==> src/rtl/wrr_defs.sv <==
// Shared definitions for the weighted round-robin VC scheduler:
// FSM state encoding, default widths and a constant-foldable clog2.
package wrr_defs;

  typedef enum logic {
    SELECT = 1'b0,
    SERVE  = 1'b1
  } state_e;

  localparam int DEF_NUM_VC   = 4;
  localparam int DEF_DATA_W   = 4;
  localparam int DEF_WEIGHT_W = 3;

  // Smallest n with 2**n >= value; used to size the channel pointer.
  function automatic int clog2(input int value);
    int result;
    result = 0;
    while ((1 << result) < value) begin
      result = result + 1;
    end
    return result;
  endfunction

endpackage

==> src/rtl/rr_next_eligible.sv <==
// Cyclic first-eligible search: rotate the eligible vector so that 'start'
// lands on bit 0, priority-encode the lowest set bit, then rotate the
// resulting offset back into an absolute channel index (mod NUM_VC).
module rr_next_eligible
  import wrr_defs::*;
#(
  parameter int NUM_VC = DEF_NUM_VC,
  parameter int SEL_W  = clog2(DEF_NUM_VC)
) (
  input  logic [NUM_VC-1:0] eligible,
  input  logic [SEL_W-1:0]  start,
  output logic              found,
  output logic [SEL_W-1:0]  index
);

  logic [NUM_VC-1:0] rotated;
  logic [SEL_W-1:0]  offset;
  logic [SEL_W:0]    sum;

  // Rotate, find the lowest eligible offset, and map it back to a channel.
  always_comb begin
    rotated = (eligible >> start) | (eligible << (NUM_VC - int'(start)));
    found   = 1'b0;
    offset  = '0;
    for (int i = NUM_VC - 1; i >= 0; i--) begin
      if (rotated[i]) begin
        found  = 1'b1;
        offset = SEL_W'(i);
      end
    end
    sum = {1'b0, start} + {1'b0, offset};
    if (sum >= (SEL_W + 1)'(NUM_VC)) begin
      sum = sum - (SEL_W + 1)'(NUM_VC);
    end
    index = sum[SEL_W-1:0];
  end

endmodule

==> src/rtl/wrr_vc_scheduler.sv <==
// Weighted round-robin scheduler draining NUM_VC show-ahead FIFOs into one
// stream. SELECT picks the next eligible channel and loads its weight as
// credit; SERVE pops that channel until credit runs out or it empties.
module wrr_vc_scheduler
  import wrr_defs::*;
#(
  parameter  int NUM_VC   = DEF_NUM_VC,
  parameter  int DATA_W   = DEF_DATA_W,
  parameter  int WEIGHT_W = DEF_WEIGHT_W,
  localparam int SEL_W    = clog2(NUM_VC)
) (
  input  logic                       clk,
  input  logic                       rst,
  input  logic                       enb,
  input  logic [NUM_VC*DATA_W-1:0]   vc_data,
  input  logic [NUM_VC-1:0]          vc_empty,
  input  logic [NUM_VC*WEIGHT_W-1:0] vc_weight,
  input  logic                       dest_full,
  output logic [NUM_VC-1:0]          vc_pop,
  output logic [DATA_W-1:0]          out_data,
  output logic                       out_valid,
  output logic [SEL_W-1:0]           arbiter
);

  state_e              state;
  logic [WEIGHT_W-1:0] credit;
  logic [SEL_W-1:0]    start;
  logic [NUM_VC-1:0]   eligible;
  logic                found;
  logic [SEL_W-1:0]    next_idx;
  logic                grant;
  logic [SEL_W-1:0]    after_arb;

  // A channel can be chosen only if it has data and a non-zero weight.
  always_comb begin
    eligible = '0;
    for (int i = 0; i < NUM_VC; i++) begin
      eligible[i] = !vc_empty[i] && (vc_weight[i*WEIGHT_W +: WEIGHT_W] != '0);
    end
  end

  rr_next_eligible #(
    .NUM_VC (NUM_VC),
    .SEL_W  (SEL_W)
  ) u_next (
    .eligible (eligible),
    .start    (start),
    .found    (found),
    .index    (next_idx)
  );

  assign grant     = (state == SERVE) && enb && !dest_full && !vc_empty[arbiter];
  assign after_arb = (arbiter == SEL_W'(NUM_VC - 1)) ? '0 : arbiter + 1'b1;

  // Pop the served channel in the same cycle as the grant.
  always_comb begin
    vc_pop = '0;
    if (grant) begin
      vc_pop[arbiter] = 1'b1;
    end
  end

  // Scheduler FSM with credit counter, search start pointer and output regs.
  always_ff @(posedge clk or negedge rst) begin
    if (!rst) begin
      state     <= SELECT;
      arbiter   <= '0;
      credit    <= '0;
      start     <= '0;
      out_valid <= 1'b0;
      out_data  <= '0;
    end else begin
      out_valid <= 1'b0;
      case (state)
        SELECT: begin
          if (enb && found) begin
            arbiter <= next_idx;
            credit  <= vc_weight[next_idx*WEIGHT_W +: WEIGHT_W];
            state   <= SERVE;
          end
        end
        SERVE: begin
          if (grant) begin
            out_data  <= vc_data[arbiter*DATA_W +: DATA_W];
            out_valid <= 1'b1;
            if (credit == WEIGHT_W'(1)) begin
              state <= SELECT;
              start <= after_arb;
            end else begin
              credit <= credit - 1'b1;
            end
          end else if (enb && !dest_full) begin
            state <= SELECT;
            start <= after_arb;
          end
        end
        default: state <= SELECT;
      endcase
    end
  end

endmodule

==> config.mk <==
export PLATFORM = sky130hd
export DESIGN_NAME = wrr_vc_scheduler
export DESIGN_NICKNAME = d
export VERILOG_FILES = /design/src/rtl/wrr_defs.sv /design/src/rtl/rr_next_eligible.sv /design/src/rtl/wrr_vc_scheduler.sv
export SDC_FILE = /design/constraint.sdc
export NUM_CORES = 1
export LEC_CHECK = 0
export CAP_MARGIN = 10
export CORE_UTILIZATION = 47
export CTS_CLUSTER_SIZE = 40
export DETAILED_ROUTE_END_ITERATION = 8
export MAX_ROUTING_LAYER = met4
export PLACE_DENSITY = 0.86
export SYNTH_ARGS = -nofsm -noshare
export SYNTH_HDL_FRONTEND = slang
export SYNTH_HIERARCHICAL = 1
export SYNTH_SLANG_ARGS = --single-unit
export TNS_END_PERCENT = 100
==> constraint.sdc <==
create_clock -name clk -period 4.6 [get_ports clk]
set_input_delay 0.46 -clock clk [delete_from_list [all_inputs] [get_ports clk]]
set_output_delay 0.46 -clock clk [all_outputs]
set_load 0.01 [all_outputs]
==> results_dict.tcl <==
set metrics [dict create \
    worst_slack_ns 1.22 \
    finalCriticalPeriod_ns 3.38 \
    crit_chain "inv_1 -> ha_1 -> mux2i_1 -> o21ai_0 -> a32oi_1 -> nand2b_1 -> a21oi_1 -> ha_1 -> xnor2_1 -> xnor2_1 -> mux4_2 -> mux2i_1 -> mux2i_1" \
    overflow 0 \
    clk_latency_ns 0.28 \
    instances_no_fill 184 \
    drt-wirelength-per-cell_um 15.8 \
    ys_seq_area_frac 0.274 \
    multi_input_area_um2 803 \
    async_flop_share 1.00 \
    synthCells 109 \
    numPortBuffers 46 \
    cts_buffer_depth 2 \
    leakagePower_nw 0.693 \
    path_buf_inv 1 \
    path_clk_slew_ns 0.08 \
    power-per-cell-area_nw_per_um2 593 \
    drt_drc_violations_left 0 \
    hpwl_um 2360 \
    vdd_drop_max_mv 0.393 \
    initial_utilization 0.517 \
    finalMaxSlewViolations 0 \
    grt_pass1_wl_um 4810 \
    period_share 0.734 \
    antenna_cells 0 \
    clock_skew_ns 0.00195 \
    fillers 167 \
    cts_tree "built" \
    path_class "register to register" \
    fmax_mhz 296 \
    worst_pin_slew_ns 0.571 \
    synth_seq_cells 13 \
    routabilityCongestion 0.974 \
    hold_depth 1 \
    setup_viol_count_final 0 \
    synth_area_um2 1190 \
    start_kind "register" \
    numCtsBuffers 3 \
    fin_area_um2 1690 \
    firstDrtPassIters 4 \
    grt_max_degree 14 \
    grt.total_usage 0.255 \
    path_delay_family "multiplexers" \
    htreeDepth 1 \
    crit_top_cell "mux2i_1" \
    syn_to_final_growth_pct 42.0 \
    cp_data_required_time_ns 4.75 \
    maxCapViolCount 0 \
    place_ws_ns 1.24 \
    drt_iter0_drc 33 \
    placed_cell_area_um2 1660 \
    vias_per_cell 5.63 \
    drive_above_1_share 0.141 \
    regArea_um2 325 \
    wl_um 2910 \
    layout_common_cells "clkdlybuf4s50_1, dfrtp_1, inv_1" \
    vias 1036 \
    die_h_um 52.3 \
    finalHoldViolations 0 \
    die_x_um 52.3 \
    cts_resized 0 \
    detail-route-antenna-nets 0 \
    dieArea_um2 2730 \
    nNetsFinal 201 \
    core_um2 2300 \
    status "complete, no violations" \
    setup-tns-final_ns 0 \
    grt_pass1_vias 1047 \
    ctsHoldBuffers 0 \
    cp_slowest_cell "dfrtp_1" \
    clock-sinks 13 \
    final_core_util 0.735 \
    antenna_found_initial 0 \
    cp_slowest_stage_delay_ns 0.58 \
    holdWs_ns 0.515 \
    yosys_warnings 6 \
    rsz0062_at_grt "no" \
    endpoint_kind "register" \
    synth_edf_count 0 \
    critPathMaxFanout 13 \
    dominantRegCellSynth "dfrtp_1" \
    crit_arrival_ns 3.53 \
    hold_path_class "register to register" \
    placed_cells 180 \
    synth.distinct_cells 36 \
    syn_nets 153 \
    worstRegToRegCells 13 \
    post_cts_buffers 0 \
    syn_avg_cell_area_um2 10.9 \
    path_depth 13 \
    cts-root-buf "clkbuf_4" \
    num_io_pins 47 \
    rows 17 \
    relSlewSlack 0.618 \
    power.total_mw 1.00 \
    final_common_cell "clkdlybuf4s50_1" \
]
[layout make-up]
class	count	share of cell area
Clock buffer	4	0.0156
Inverter	10	0.0222
Multi-Input combinational cell	83	0.476
Sequential cell	13	0.193
Tap cell	28	0.0208
Timing Repair Buffer	46	0.273
[report_power, final]
part | switching, mW | internal [mW]
logic | 0.302 | 0.379
registers | 0.0807 | 0.167
clock network | 0.0385 | 0.0337
[synthesized netlist by cell type (all sizes together) (2+ instances only)]
cell    instances  area share
a211oi          3       0.027
o32ai           2       0.015
dfrtp          13        0.27
mux2            8       0.076
o31ai           2       0.024
and2            6       0.033
xnor2           2       0.015
ha              8       0.084
nor2            8       0.032
nand3b          3       0.019
nand2           5       0.016
buf             2       0.016
inv            10       0.032
o21ai           4       0.017
mux4            8        0.16
mux2i           6       0.051
a31oi           2       0.011
nor3            4       0.017
a21oi           3       0.013
[path summary, 6_finish.rpt]
kind                             start           to  slack, ns
max in group asynchronous          rst        state       3.69
max                           start[0]    credit[0]       1.22
min in group asynchronous          rst   arbiter[1]       0.54
min reg2reg                out_data[3]  out_data[3]       0.52
min                        out_data[3]  out_data[3]       0.52
max reg2reg                   start[0]    credit[0]       1.22
[sequential cells by signal, indices dropped and copies added (netlist names)]
signal and flops:
out_data 4, credit 3, arbiter 2, start 2, out_valid 1, state 1
[routing by layer]
| layer | up-vias | GRT usage | routed length [µm] |
|---|---|---|---|
| met5 | - | - | 0 |
| li1 | 505 | - | - |
| met3 | 9 | 0.0667 | 103 |
| met1 | 497 | 0.283 | 1250 |
| met2 | 25 | 0.430 | 1490 |
| met4 | 0 | 0.105 | 63 |
[kinds of logic (layout without fill, tap and decap cells)]
group | count (synthesis) | in the layout | share of synthesized area
xor gates and xnor gates | 2 | 2 | 0.0147
AOI/OAI and AO/OA | 21 | 21 | 0.147
and+or+nand+nor | 30 | 30 | 0.139
adders and majority gates | 8 | 8 | 0.0842
DFF | 13 | 13 | 0.274
muxes | 22 | 22 | 0.291
buffers and inverters | 13 | 60 | 0.0505
Note: power is estimated with default switching activity, not from simulation.
